**src/rtl/dll_lcrc_inserter_if.sv**
```systemverilog
// Beat bus between the DLL packetizer, the LCRC inserter and the retry buffer.
// master drives data_i..stp_num_i and sinks the *_o side; slave is the inserter.
interface dll_lcrc_inserter_if #(
    parameter int PIPE_DATA_WIDTH = 256
);
    localparam int LW = PIPE_DATA_WIDTH / 8;

    logic [7:0][LW-1:0] data_i;
    logic               wren_i;
    logic               lcrc_i;
    logic [2:0]         stp_idx_i;
    logic [1:0]         stp_num_i;

    logic [7:0][LW-1:0] data_o;
    logic               wren_o;
    logic [2:0]         stp_idx_o;
    logic [1:0]         stp_num_o;
    logic [2:0]         lcrc_idx_o;
    logic               tlp_done_o;
    logic [11:0]        done_seq_o;
    logic               err_o;

    modport master (
        output data_i, wren_i, lcrc_i, stp_idx_i, stp_num_i,
        input  data_o, wren_o, stp_idx_o, stp_num_o,
        input  lcrc_idx_o, tlp_done_o, done_seq_o, err_o
    );

    modport slave (
        input  data_i, wren_i, lcrc_i, stp_idx_i, stp_num_i,
        output data_o, wren_o, stp_idx_o, stp_num_o,
        output lcrc_idx_o, tlp_done_o, done_seq_o, err_o
    );
endinterface

```
**src/rtl/dll_lcrc_inserter.sv**
```systemverilog
// LCRC inserter: folds seq + TLP dwords into a reflected CRC-32 and overwrites
// the FFFF_FFFF slot dword. Ports: sclk, srst_n, bus (slave); 1-cycle latency.
module dll_lcrc_inserter #(
    parameter int PIPE_DATA_WIDTH = 256,
    parameter int LEN_BITS        = 11
) (
    input  logic                   sclk,
    input  logic                   srst_n,
    dll_lcrc_inserter_if.slave     bus
);
    localparam int LW = PIPE_DATA_WIDTH / 8;
    localparam logic [31:0] POLY = 32'hEDB8_8320;
    localparam logic [31:0] SLOT = 32'hFFFF_FFFF;

    typedef enum logic {S_IDLE, S_TLP} state_t;

    state_t              state;
    logic [31:0]         crc;
    logic [LEN_BITS-1:0] rem;
    logic [11:0]         seq;

    function automatic logic [31:0] crc_byte(
        input logic [31:0] c,
        input logic [7:0]  b
    );
        logic [31:0] x;
        x = c ^ {24'h0, b};
        for (int k = 0; k < 8; k++)
            x = x[0] ? ((x >> 1) ^ POLY) : (x >> 1);
        return x;
    endfunction

    // Reflected CRC consumes the dword LSB first, i.e. bytes [7:0] upward.
    function automatic logic [31:0] crc_dw(
        input logic [31:0] c,
        input logic [31:0] d
    );
        logic [31:0] x;
        x = c ^ d;
        for (int k = 0; k < 32; k++)
            x = x[0] ? ((x >> 1) ^ POLY) : (x >> 1);
        return x;
    endfunction

    logic [11:0]         stp_seq;
    logic [LEN_BITS-1:0] stp_len;
    logic                has_stp;
    logic                len_ok;

    logic [7:0][LW-1:0]  d_n;
    logic [31:0]         c_n;
    logic [LEN_BITS-1:0] r_n;
    logic [11:0]         s_n;
    logic [3:0]          base;
    logic                hit;
    logic [2:0]          idx;
    logic                e;

    assign stp_seq = bus.data_i[bus.stp_idx_i][27:16];
    assign stp_len = bus.data_i[bus.stp_idx_i][4 +: LEN_BITS];
    assign has_stp = (bus.stp_num_i == 2'd1);
    // Smallest TLP is STP + 3DW header + LCRC.
    assign len_ok  = (stp_len >= LEN_BITS'(5));

    always_comb begin
        d_n  = bus.data_i;
        c_n  = crc;
        r_n  = rem;
        s_n  = seq;
        base = 4'd0;
        hit  = 1'b0;
        idx  = 3'd0;
        e    = 1'b0;

        if (bus.stp_num_i > 2'd1)
            e = 1'b1;
        if (has_stp && state == S_TLP)
            e = 1'b1;
        if (has_stp && !len_ok) begin
            e   = 1'b1;
            r_n = '0;
        end
        if (has_stp && len_ok) begin
            c_n  = crc_byte(crc_byte(32'hFFFF_FFFF, {4'h0, stp_seq[11:8]}),
                            stp_seq[7:0]);
            r_n  = stp_len - LEN_BITS'(1);
            s_n  = stp_seq;
            base = {1'b0, bus.stp_idx_i} + 4'd1;
        end

        // rem==0 marks "outside a TLP", so lanes past the slot pass through.
        for (int i = 0; i < 8; i++) begin
            if (4'(i) >= base && r_n != '0) begin
                if (r_n > LEN_BITS'(1)) begin
                    c_n = crc_dw(c_n, bus.data_i[i]);
                    r_n = r_n - LEN_BITS'(1);
                end else begin
                    d_n[i] = ~c_n;
                    hit    = 1'b1;
                    idx    = 3'(i);
                    r_n    = '0;
                    if (!bus.lcrc_i || bus.data_i[i] != SLOT)
                        e = 1'b1;
                end
            end
        end

        if (bus.lcrc_i && !hit)
            e = 1'b1;
    end

    always_ff @(posedge sclk or negedge srst_n) begin
        if (!srst_n) begin
            state          <= S_IDLE;
            crc            <= 32'hFFFF_FFFF;
            rem            <= '0;
            seq            <= '0;
            bus.data_o     <= '0;
            bus.wren_o     <= 1'b0;
            bus.stp_idx_o  <= '0;
            bus.stp_num_o  <= '0;
            bus.lcrc_idx_o <= '0;
            bus.tlp_done_o <= 1'b0;
            bus.done_seq_o <= '0;
            bus.err_o      <= 1'b0;
        end else begin
            bus.stp_idx_o <= bus.stp_idx_i;
            bus.stp_num_o <= bus.stp_num_i;
            if (bus.wren_i) begin
                state          <= (r_n != '0) ? S_TLP : S_IDLE;
                crc            <= c_n;
                rem            <= r_n;
                seq            <= s_n;
                bus.data_o     <= d_n;
                bus.wren_o     <= 1'b1;
                bus.lcrc_idx_o <= idx;
                bus.tlp_done_o <= hit;
                bus.done_seq_o <= hit ? s_n : 12'h0;
                bus.err_o      <= e;
            end else begin
                bus.data_o     <= '0;
                bus.wren_o     <= 1'b0;
                bus.lcrc_idx_o <= '0;
                bus.tlp_done_o <= 1'b0;
                bus.done_seq_o <= '0;
                bus.err_o      <= 1'b0;
            end
        end
    end
endmodule

```
**src/flat_wrapper.sv**
```systemverilog
// flat-port wrapper written by rule: the top's interface ports become plain ports
module dll_lcrc_inserter_flat 
#(
    parameter int PIPE_DATA_WIDTH = 256,
    parameter int LEN_BITS        = 11
)
  (sclk, srst_n, bus_data_i, bus_wren_i, bus_lcrc_i, bus_stp_idx_i, bus_stp_num_i, bus_data_o, bus_wren_o, bus_stp_idx_o, bus_stp_num_o, bus_lcrc_idx_o, bus_tlp_done_o, bus_done_seq_o, bus_err_o);
  dll_lcrc_inserter_if #(.PIPE_DATA_WIDTH(PIPE_DATA_WIDTH)) bus_i ();
  input  logic sclk;
  input  logic srst_n;
  input wire logic [$bits(bus_i.data_i)-1:0] bus_data_i;
  input wire logic [$bits(bus_i.wren_i)-1:0] bus_wren_i;
  input wire logic [$bits(bus_i.lcrc_i)-1:0] bus_lcrc_i;
  input wire logic [$bits(bus_i.stp_idx_i)-1:0] bus_stp_idx_i;
  input wire logic [$bits(bus_i.stp_num_i)-1:0] bus_stp_num_i;
  output wire logic [$bits(bus_i.data_o)-1:0] bus_data_o;
  output wire logic [$bits(bus_i.wren_o)-1:0] bus_wren_o;
  output wire logic [$bits(bus_i.stp_idx_o)-1:0] bus_stp_idx_o;
  output wire logic [$bits(bus_i.stp_num_o)-1:0] bus_stp_num_o;
  output wire logic [$bits(bus_i.lcrc_idx_o)-1:0] bus_lcrc_idx_o;
  output wire logic [$bits(bus_i.tlp_done_o)-1:0] bus_tlp_done_o;
  output wire logic [$bits(bus_i.done_seq_o)-1:0] bus_done_seq_o;
  output wire logic [$bits(bus_i.err_o)-1:0] bus_err_o;
  assign bus_i.data_i = bus_data_i;
  assign bus_i.wren_i = bus_wren_i;
  assign bus_i.lcrc_i = bus_lcrc_i;
  assign bus_i.stp_idx_i = bus_stp_idx_i;
  assign bus_i.stp_num_i = bus_stp_num_i;
  assign bus_data_o = bus_i.data_o;
  assign bus_wren_o = bus_i.wren_o;
  assign bus_stp_idx_o = bus_i.stp_idx_o;
  assign bus_stp_num_o = bus_i.stp_num_o;
  assign bus_lcrc_idx_o = bus_i.lcrc_idx_o;
  assign bus_tlp_done_o = bus_i.tlp_done_o;
  assign bus_done_seq_o = bus_i.done_seq_o;
  assign bus_err_o = bus_i.err_o;
  dll_lcrc_inserter #(.PIPE_DATA_WIDTH(PIPE_DATA_WIDTH), .LEN_BITS(LEN_BITS)) u_core (.sclk(sclk), .srst_n(srst_n), .bus(bus_i));
endmodule
```
**config.mk**
```make
export PLATFORM = sky130hd
export DESIGN_NAME = dll_lcrc_inserter_flat
export DESIGN_NICKNAME = d
export VERILOG_FILES = /design/src/rtl/dll_lcrc_inserter_if.sv /design/src/rtl/dll_lcrc_inserter.sv /design/src/flat_wrapper.sv
export SDC_FILE = /design/constraint.sdc
export NUM_CORES = 2
export LEC_CHECK = 0
export BUFFER_PORTS_ARGS = -buffer_cell sky130_fd_sc_hd__buf_2
export CAP_MARGIN = 40
export CORE_MARGIN = 1.5
export CORE_UTILIZATION = 30
export CTS_CLUSTER_DIAMETER = 30
export DETAILED_ROUTE_END_ITERATION = 8
export HOLD_SLACK_MARGIN = 0.08
export PLACE_DENSITY = 0.51
export SETUP_SLACK_MARGIN = 0.5
export SLEW_MARGIN = 20
export SYNTH_ARGS = -nofsm -noshare
export SYNTH_HDL_FRONTEND = slang
export SYNTH_SLANG_ARGS = --single-unit
```
**constraint.sdc**
```tcl
create_clock -name sclk -period 40.2 [get_ports sclk]
set_clock_uncertainty 0.15 [all_clocks]
set_input_delay 4.02 -clock sclk [delete_from_list [all_inputs] [get_ports sclk]]
set_output_delay 4.02 -clock sclk [all_outputs]
set_load 0.02 [all_outputs]
```
Yosys cells after proc, flatten, opt, wreduce, memory -nomap -nowiden. Cells that the tools add are included.

Register bits after elaboration: 335. Logic and storage cells: 772.

Add/subtract/negate cells: 10. $lt $le $gt $ge: 19. Eq/ne operators: 9. Multiplexer cells: 393. Bitwise operators: 290. Reduce and logical (&&, ||, !) cells: 32.

Operators by type and width (number): $mux W32 (305); $not A13 Y14 (272); $mux W256 (1); $ne A32 B32 Y1 const B (8); $not A32 Y32 (8); $xor A32 B32 Y32 (8); $mux W11 (18); $reduce_bool A11 Y1 (9); $sub A11 B1 Y11 const B (9); $bmux W32 S3 (1); $gt A11 B1 Y1 const B (8); $mux W1 (50); $mux W3 (13); $mux W12 (3); $not A4 Y32 (1); $xor A32 B8 Y32 (1); $mux W28 (1); $ge A3 B4 Y1 const A (4); $logic_and A1 B1 Y1 (12); $ge A11 B3 Y1 const B (1); $ge A1 B4 Y1 const A (2); $ge A2 B4 Y1 const A (2); $logic_or A1 B1 Y1 (8); $add A3 B1 Y4 const B (1); 5 further kinds (7).

Longest topological paths before layout.
Depth in word-level cells: 573. Mapped depth: 95. Depth with buffers taken out: 72.

Least setup slack after synthesis. Ideal clock, no wire load.

Path kind: in2reg. From: in bus_stp_idx_i[2]. To: reg u_core.crc[19]. Library setup time: 0.082 ns. Arrival time: 27.967 ns. Path slack: 12.001 ns. Stages: 71. Buffers on the path: 4. Path through: buf_2 -> buf_4 -> buf_2 -> mux4_2 -> mux2i_1 -> inv_1 -> ha_1 -> inv_1 -> a31oi_1 -> o31a_1 -> buf_2 -> and4_1 -> a221oi_2 -> xnor2_1 -> xnor2_1 -> xor2_2 -> xnor3_1 -> xnor3_1 -> (+35 left out) -> mux2i_2 -> xnor2_4 -> xnor3_2 -> xor2_2 -> xnor3_2 -> xnor2_1 -> xor3_1 -> mux2i_4 -> xor2_2 -> xnor3_2 -> xor2_2 -> xor2_1 -> xor3_2 -> xnor3_2 -> xor2_2 -> xor3_1 -> mux2i_1 -> mux2_2.

RTL lines: from (decl) (line flat_wrapper.sv:14) `input wire logic [$bits(bus_i.stp_idx_i)-1:0] bus_stp_idx_i;`; to (signal assigned) (line dll_lcrc_inserter.sv:131) `crc <= c_n;`; to (decl) (line dll_lcrc_inserter.sv:18) `logic [31:0] crc;`.

==> PnR_summary.wiki <==
{| class="wikitable"
! Metric !! Value
|-
| Synthesized cell area || 59200 µm²
|-
| Maximum fanout count along the critical path || 82
|-
| Maximum frequency from static timing analysis || 27.7 MHz
|-
| Number of global-route vias before repair || 45.6k
|-
| Data arrival time of the critical path || 36660 ps
|-
| Worst hold stages || 2
|-
| Class of the tightest hold or removal check || flip-flop to flip-flop
|-
| WS Path Type || input port to flip-flop
|-
| CTS root buffer || clkbuf_16
|-
| Final Cell Area || 68700 µm²
|-
| Total clock buffers created by CTS || 87
|-
| Biggest area contributors in the synthesized netlist || xnor3_1 24%, xnor2_1 16%, dfrtp_1 13%
|-
| Antenna viol nets, final || 0
|-
| Overall Global Routing Usage || 28.4%
|-
| Clock latency on the worst-skew pair || 770 ps
|-
| IO Pins || 544
|-
| Post-synthesis cell type with the largest combined area || xnor3_1
|-
| Number of enable-type register cells in the synthesized netlist || 0
|-
| Dpl ws || 3840 ps
|-
| Share of the clock period used by the worst path || 89.8%
|-
| RePlAce Congestion || 1.02
|-
| Unrepaired setup endpoints after global routing || false
|-
| Headroom to the max-slew limit || 36.1%
|-
| Fraction of post-synthesis cell area in the top cell type by area || 24.5%
|-
| Tightest Pin Transition || 953 ps
|-
| Cell area reported after detailed placement || 65400 µm²
|-
| Path depth of the worst reg2reg path || 66
|-
| Post-CTS setup buffers || 0
|-
| Least setup slack across all paths after layout || 4100 ps
|-
| Die X || 447 µm
|-
| Placed Cells incl. Taps || 8485
|-
| Setup tns final || 0 ps
|-
| Initial cell density of the core || 30.3%
|-
| Clock period minus final worst setup slack || 36100 ps
|-
| Routed Wire Length || 291 mm
|-
| Count of filler cells inserted in the layout || 19.7k
|-
| Number of pins exceeding their max-slew limit in the final report || 0
|-
| Flip-flop cell with the highest count after synthesis || dfrtp_1
|-
| Commonest cells after routing, fill and taps aside || 1085 x xnor2_1, 644 x xnor3_1, 554 x buf_2
|-
| Fraction of final layout cells sized beyond drive strength 1 || 21.8%
|-
| Setup crit start || bus_stp_idx_i[2]
|-
| Area Overhead vs Synth || 15.9%
|-
| Post-CTS Hold Buffers || 0
|-
| Terminus of the critical flop-to-flop path || u_core.crc[15]$_DFFE_PN1P_
|-
| Fraction of synthesis flops using an asynchronous set or reset pin || 100%
|-
| Vias after detailed routing || 45.7k
|-
| Count of state elements after synthesis || 335
|-
| Synthesis warning total || 0
|-
| # resized after CTS || 0
|-
| Mean number of vias per cell || 5.27
|-
| Initial antenna violation count || 49
|-
| Most frequent standard cell in the layout excluding fill and tap cells || xnor2_1
|-
| Vertical extent of the die || 447 µm
|-
| Max-cap viol count || 0
|-
| Post-synthesis instance total || 5447
|-
| Post-synthesis area per instance || 10.9 µm²
|-
| Number of optimization iterations in the first detailed-route pass || 5
|-
| Detail Placement HPWL || 241 mm
|-
| Worst min-delay path endpoint || u_core.seq[9]$_DFFE_PN0P_
|-
| Clock transition time at the flip-flop clock pins of the worst setup and hold paths || 50 ps
|-
| Number of port buffers || 543
|-
| Core Footprint || 196000 µm²
|-
| Kind of capture point of the worst setup path || flip-flop
|-
| Top delay family on crit path || XOR/XNOR gates
|-
| Clock buffer depth || 3
|-
| H-Tree Depth || 3
|-
| Sequential share of the synthesized area || 14.2%
|-
| Unique cell type count in the Yosys netlist || 91
|-
| Post-route DRC violation count || 0
|-
| Average wire per cell in the routed design || 33.5 µm
|-
| Final Instance Count excl. Fillers || 8681
|-
| Final Hold Fails || 0
|-
| Die Outline Area || 200000 µm²
|-
| Critical path startpoint category || input port
|-
| Reg-to-reg slack, setup || 10190 ps
|-
| Global-route wire length before repair || 390 mm
|-
| Reg-to-reg critical path startpoint || u_core.crc[0]$_DFFE_PN1P_
|-
| Worst path required time || 40760 ps
|-
| Most frequent CP cell || xnor3_1
|-
| Hold wc startpoint || u_core.seq[9]$_DFFE_PN0P_
|-
| Clock tree from TritonCTS || built
|-
| CP max-delay cell || xor3_1
|-
| Remaining global-route overflow || 0
|-
| Setup Viol. Count Final || 0
|-
| 1st-iter DRT viols || 4849
|-
| Worst path bufs/invs || 6
|-
| Syn_nets || 5731
|-
| Max stage delay on crit path || 850 ps
|-
| CTS sink count || 335
|-
| Outcome || complete, no violations
|-
| Net count, final || 6242
|-
| Largest net degree at the start of global routing || 113
|-
| Std cell rows || 162
|}
-- per-layer routing --
layer	global-route usage [%]	up-vias	part of all wire, %
met2	44.8	2254	46
met5	0	-	0.033
met1	34.7	23100	39
met4	20.6	16	8.2
li1	-	19700	-
met3	5.17	604	7.4
-- flip-flops by register name, summed over array words and instances (netlist names) --
| name | count |
|---|---|
| u_core.bus.stp_num_o | 2 |
| u_core.crc | 32 |
| u_core.bus.err_o | 1 |
| u_core.rem | 11 |
| u_core.bus.stp_idx_o | 3 |
| u_core.seq | 12 |
| u_core.bus.lcrc_idx_o | 3 |
| u_core.bus.data_o | 256 |
| u_core.state | 1 |
| u_core.bus.wren_o | 1 |
| u_core.bus.tlp_done_o | 1 |
| u_core.bus.done_seq_o | 12 |
-- through the flow --
| stage | utilization [%] | hold WS (ps) |
|---|---|---|
| finish | 35.1 | 329 |
| global route | 35.1 | 343 |
| CTS | 35.0 | 331 |
| detailed placement | 33.4 | 321 |
| global placement | 33.2 | 314 |
| floorplan | - | 301 |
-- logic make-up after synthesis --
logic type | Yosys count | share of synthesized area, %
and+or+nand+nor | 1200 | 8.83
AOI/OAI and AO/OA | 670 | 6.80
DFF | 335 | 14.2
buffers and inverters | 328 | 2.35
xor gates and xnor gates | 2575 | 60.0
adders and majority gates | 19 | 0.401
muxes | 320 | 7.43
-- synth_stat cells, drive strengths merged (19+ instances only) --
cell,n
nand2,528
nand3,41
buf,83
dfrtp,303
xor3,157
mux2i,192
xor2,565
xnor3,686
clkbuf,204
mux2,76
a21oi,360
nand4,67
mux4,52
ha,19
nor2,366
o21ai,141
a211oi,27
inv,41
xnor2,1167
and2,31
a31oi,19
dfstp,32
nor3,46
nor4,28
-- how the worst max path moves through the flow --
stage,endpoint,slack (ps),cells after the start
floorplan,u_core.crc[19]$_DFFE_PN1P_,12000,71
global route,u_core.crc[15]$_DFFE_PN1P_,3610,69
global placement,u_core.crc[15]$_DFFE_PN1P_,2890,66
finish,u_core.crc[15]$_DFFE_PN1P_,4100,71
CTS,u_core.crc[15]$_DFFE_PN1P_,4530,66
detailed placement,u_core.crc[15]$_DFFE_PN1P_,3840,66
-- tightest hold or removal path: stages (launching register included) --
cell     delay (ps)
dfrtp_1         330
nand2_1          50
o21ai_0          60
-- cell type report --
type	count	area (µm²)	area share [%]
multi-input combinational	4784	49500	72.1
sequential	335	8420	12.3
timing repair buffer	709	4120	5.99
tap	2624	3280	4.78
clock buffer	106	2350	3.42
clock inverter	56	769	1.12
inverter	41	161	0.235
antenna	26	65.1	0.0947
Power is left out: the tool's default activity adds up to more than one toggle a clock period on the data nets, which glitch-free logic cannot reach.
